[config.mk]
export PLATFORM = sky130hd
export DESIGN_NAME = alu_arbiter
export DESIGN_NICKNAME = d
export VERILOG_FILES = /design/src/rtl/alu_arbiter.sv
export SDC_FILE = /design/constraint.sdc
export NUM_CORES = 1
export LEC_CHECK = 0
export ABC_CLOCK_PERIOD_IN_PS = 3590
export BUFFER_PORTS_ARGS = -buffer_cell sky130_fd_sc_hd__buf_4
export CORE_UTILIZATION = 31
export DETAILED_ROUTE_END_ITERATION = 7
export GPL_ROUTABILITY_DRIVEN = 1
export PLACE_DENSITY = 0.65
export SYNTH_ARGS = -nofsm -noshare
export SYNTH_HDL_FRONTEND = slang
export SYNTH_SLANG_ARGS = --single-unit
[constraint.sdc]
create_clock -name clk -period 3.59 [get_ports clk]
set_input_delay 0.8975 -clock clk [delete_from_list [all_inputs] [get_ports clk]]
set_output_delay 0.8975 -clock clk [all_outputs]
set_load 0.02 [all_outputs]
[src/rtl/alu_arbiter.sv]
// Round-robin arbiter sharing one ALU between two requesters.
// Operands are latched at grant; the ALU runs one cycle and then the result is returned.
module alu_arbiter #(
  parameter int W    = 8,
  parameter int CMDW = 4
) (
  input  logic            clk,
  input  logic            reset,
  input  logic            req0_valid,
  output logic            req0_ready,
  input  logic [CMDW-1:0] req0_cmd,
  input  logic [W-1:0]    req0_a,
  input  logic [W-1:0]    req0_b,
  input  logic            req0_sc,
  input  logic            req1_valid,
  output logic            req1_ready,
  input  logic [CMDW-1:0] req1_cmd,
  input  logic [W-1:0]    req1_a,
  input  logic [W-1:0]    req1_b,
  input  logic            req1_sc,
  output logic            rsp0_valid,
  input  logic            rsp0_ready,
  output logic [W-1:0]    rsp0_rslt,
  output logic            rsp0_sc,
  output logic            rsp1_valid,
  input  logic            rsp1_ready,
  output logic [W-1:0]    rsp1_rslt,
  output logic            rsp1_sc,
  output logic [CMDW-1:0] alu_cmd,
  output logic [W-1:0]    alu_inA,
  output logic [W-1:0]    alu_inB,
  output logic            alu_sc_i,
  input  logic [W-1:0]    alu_rslt,
  input  logic            alu_sc_o,
  output logic            busy,
  output logic            last_grant
);

  typedef enum logic [1:0] {IDLE, EXEC, RESP} state_t;

  state_t          state_q, state_d;
  logic            rr_q, rr_d;
  logic            gid_q, gid_d;
  logic            last_q, last_d;
  logic [CMDW-1:0] cmd_q, cmd_d;
  logic [W-1:0]    a_q, a_d;
  logic [W-1:0]    b_q, b_d;
  logic            sc_q, sc_d;
  logic [W-1:0]    rslt0_q, rslt0_d;
  logic [W-1:0]    rslt1_q, rslt1_d;
  logic            sco0_q, sco0_d;
  logic            sco1_q, sco1_d;
  logic            rv0_q, rv0_d;
  logic            rv1_q, rv1_d;
  logic            g0, g1;

  always_comb begin
    g0      = 1'b0;
    g1      = 1'b0;
    state_d = state_q;
    rr_d    = rr_q;
    gid_d   = gid_q;
    last_d  = last_q;
    cmd_d   = cmd_q;
    a_d     = a_q;
    b_d     = b_q;
    sc_d    = sc_q;
    rslt0_d = rslt0_q;
    rslt1_d = rslt1_q;
    sco0_d  = sco0_q;
    sco1_d  = sco1_q;
    rv0_d   = rv0_q;
    rv1_d   = rv1_q;
    unique case (state_q)
      IDLE: begin
        // rr_q picks the winner only under contention
        g0 = req0_valid && (!req1_valid || !rr_q);
        g1 = req1_valid && (!req0_valid || rr_q);
        if (g0 || g1) begin
          gid_d   = g1;
          last_d  = g1;
          rr_d    = ~g1;
          cmd_d   = g1 ? req1_cmd : req0_cmd;
          a_d     = g1 ? req1_a : req0_a;
          b_d     = g1 ? req1_b : req0_b;
          sc_d    = g1 ? req1_sc : req0_sc;
          state_d = EXEC;
        end
      end
      EXEC: begin
        if (gid_q) begin
          rslt1_d = alu_rslt;
          sco1_d  = alu_sc_o;
          rv1_d   = 1'b1;
        end else begin
          rslt0_d = alu_rslt;
          sco0_d  = alu_sc_o;
          rv0_d   = 1'b1;
        end
        state_d = RESP;
      end
      RESP: begin
        if ((rv0_q && rsp0_ready) || (rv1_q && rsp1_ready)) begin
          rv0_d   = 1'b0;
          rv1_d   = 1'b0;
          state_d = IDLE;
        end
      end
      default: state_d = IDLE;
    endcase
  end

  always_ff @(posedge clk) begin
    if (reset) begin
      state_q <= IDLE;
      rr_q    <= 1'b0;
      gid_q   <= 1'b0;
      last_q  <= 1'b0;
      cmd_q   <= '0;
      a_q     <= '0;
      b_q     <= '0;
      sc_q    <= 1'b0;
      rslt0_q <= '0;
      rslt1_q <= '0;
      sco0_q  <= 1'b0;
      sco1_q  <= 1'b0;
      rv0_q   <= 1'b0;
      rv1_q   <= 1'b0;
    end else begin
      state_q <= state_d;
      rr_q    <= rr_d;
      gid_q   <= gid_d;
      last_q  <= last_d;
      cmd_q   <= cmd_d;
      a_q     <= a_d;
      b_q     <= b_d;
      sc_q    <= sc_d;
      rslt0_q <= rslt0_d;
      rslt1_q <= rslt1_d;
      sco0_q  <= sco0_d;
      sco1_q  <= sco1_d;
      rv0_q   <= rv0_d;
      rv1_q   <= rv1_d;
    end
  end

  assign req0_ready = g0;
  assign req1_ready = g1;
  assign rsp0_valid = rv0_q;
  assign rsp1_valid = rv1_q;
  assign rsp0_rslt  = rslt0_q;
  assign rsp1_rslt  = rslt1_q;
  assign rsp0_sc    = sco0_q;
  assign rsp1_sc    = sco1_q;
  assign alu_cmd    = cmd_q;
  assign alu_inA    = a_q;
  assign alu_inB    = b_q;
  assign alu_sc_i   = sc_q;
  assign busy       = (state_q != IDLE);
  assign last_grant = last_q;

endmodule

==> qor.csv <==
metric;value;unit
fp-row-count;29;
slowest_stage;and2b_1;
antenna_found_initial;0;
relSlewSlack;0.404;
layout_common_cells;buf_4 (103), dfxtp_1 (45), a21oi_1 (42);
numCtsBuffers;5;
via_per_inst;5.13;
path_common_cell;buf_4;
design.core.area;6390;um2
cts_tree;yes;
drive_above_1_share;0.414;
syn_to_final_growth;39.9;%
drc;0;
final_nets;378;
yosys-top-cells-area;dfxtp_1 (44%), a311oi_2 (14%), a21oi_1 (10%);
antenna_cells;0;
switching_power;411;uW
setup_tns;0;ns
die-area;6990;um2
ctsResizeCount;0;
crit_chain;buf_4, and2b_1, nor3_1, buf_4;
gr-total-overflow;0;
synth_top_area_frac;0.436;
io_pins;102;
place_area;2800;um2
worstSetupStartpointType;input pin;
fin_crit;2.72;ns
synth_top_family_by_area;compound AO/OA/AOI/OAI gates;
grt_max_degree;46;
clock-sinks;45;
clockPowerShare;0.247;
totalWireLength;5790;um
grt_pass1_vias;1906;
die_h;83.6;um
internal_power;870;uW
netlist_area;2070;um2
fin_util;0.453;
yosysUniqueCellTypes;28;
wl_per_cell;14.6;um
sw_frac_of_total;0.321;
hold_viol;0;
clk_pin_slew;0.07;ns
hold_buffers;0;
ys_warn_count;0;
hpwlAfterDp;3960;um
min_period_over_period;0.757;
worst_clock_skew;0.0102;ns
ys_seq_area_frac;0.436;
synth.mux.area_fraction;0;
max_cap_viol_count;0;
fill_cells;636;
yosysTopAreaCell;dfxtp_1;
initial_core_util;0.323;
seq_power_share;0.454;
cts_setup_buffers;0;
synthXorXnorAreaFrac;0;
die_w;83.6;um
hp-class;flip-flop to flip-flop;
leakage;0.00117;uW
required;2.69;ns
critPathArrivalTime;1.82;ns
ys_ff_latch;45;
vias;2042;
syn-instance-count;235;
critical-path-max-stage-delay;0.53;ns
p_comb_frac;0.299;
place_congestion;0.726;
root_buffer;clkbuf_8;
tightest_slew;0.894;ns
clock_path_buffers;2;
power.density;443;nW/um2
status;finished clean;
grt_use_total;0.160;
synth_simple_gate_area_frac;0.185;
setup_viol;0;
mostFrequentLayoutCell;buf_4;
slew_viol_final;0;
crit_path_end_kind;primary output;
fmaxAchievable;368;MHz
io_buffers;101;
grt_pass1_wl;9060;um
cp_max_fo;22;
vdd_drop_max;0.208;mV
ant_nets;0;
first_iter_violations;51;
syn_nets;292;
post-route-cell-area;2890;um2
syn_area_per_cell;8.79;um2
p_total;1280;uW
htree_levels;2;
r2r_slack;1.89;ns
rsz0062_at_grt;no;
drtPass1Iterations;4;
critPathKind;input pin to primary output;
yosys.area_share.adder;0;
hold_slack;0.457;ns
clock_latency;0.30;ns
synth_compound_area_frac;0.311;
[path summary, 6_finish.rpt]
path | start | end | cells past startpoint
worst max-delay path | req0_valid | req1_ready | 4
worst min-delay path | rsp0_rslt[1]$_SDFFE_PP0P_ | rsp0_rslt[1]$_SDFFE_PP0P_ | 2
worst max register to register | rr_q$_SDFFE_PP0P_ | alu_cmd[2]$_SDFFE_PP0P_ | 3
worst min register to register | rsp0_rslt[1]$_SDFFE_PP0P_ | rsp0_rslt[1]$_SDFFE_PP0P_ | 2
[layer usage]
layer  track usage  share of wire  vias to the layer above  wire length (um)
met5             0              0                        -                 0
met4        0.0416         0.0029                        0                17
met3        0.0435          0.075                        3               436
met2         0.285           0.49                       84              2840
met1         0.190           0.43                      935              2500
li1              -              -                     1020                 -
[sequential cells by signal (all words and copies together), names as in the netlist, 2 cells and up]
| register | flops |
|---|---|
| alu_inB | 8 |
| rsp1_rslt | 8 |
| rsp0_rslt | 8 |
| alu_inA | 8 |
| state_q | 2 |
| alu_cmd | 4 |
[power groups by stage]
stage / Sequential, uW / Clock [uW] / Combinational (uW)
floorplan: 636 / 0 / 194
global placement: 593 / 0 / 380
detailed placement: 592 / 0 / 387
CTS: 582 / 323 / 387
global route: 588 / 342 / 413
finish: 581 / 316 / 383
[stage by stage]
step	setup slack (ns)	cells
after global routing	0.779	398
after CTS	0.856	398
after detailed placement	0.866	391
final	0.872	398
after global placement	0.892	391
after floorplan	0.966	235
[synth_stat cells, drive strengths merged]
cell,n
and3b,1
and2b,1
nor3b,2
or2,1
nand3,21
a32oi,1
a22oi,1
dfxtp,45
nand3b,2
nor2,4
nor2b,1
or3b,2
nand2b,2
and2,1
o21ai,21
nor3,3
inv,2
a311oi,22
a21oi,42
nand2,36
buf,14
clkbuf,10
[logic make-up after synthesis]
logic type,count (synthesis)
AOI/OAI and AO/OA,87
and+or+nand+nor,77
DFF,45
buffers and inverters,26
[layout make-up]
class                      count  area, um2  share of cell area
tap                           77       96.3              0.0333
multi-input combinational    164       1030               0.355
clock buffer                   7       86.3              0.0299
sequential                    45        901               0.312
timing repair buffer         103        773               0.268
inverter                       2       7.51             0.00260
[critical path: cells and delay by family]
kind | cells | cell delay (ns)
buffers and inverters | 2 | 0.28
and+or+nand+nor | 2 | 0.63
No activity file was read; power rests on OpenSTA's default activity.
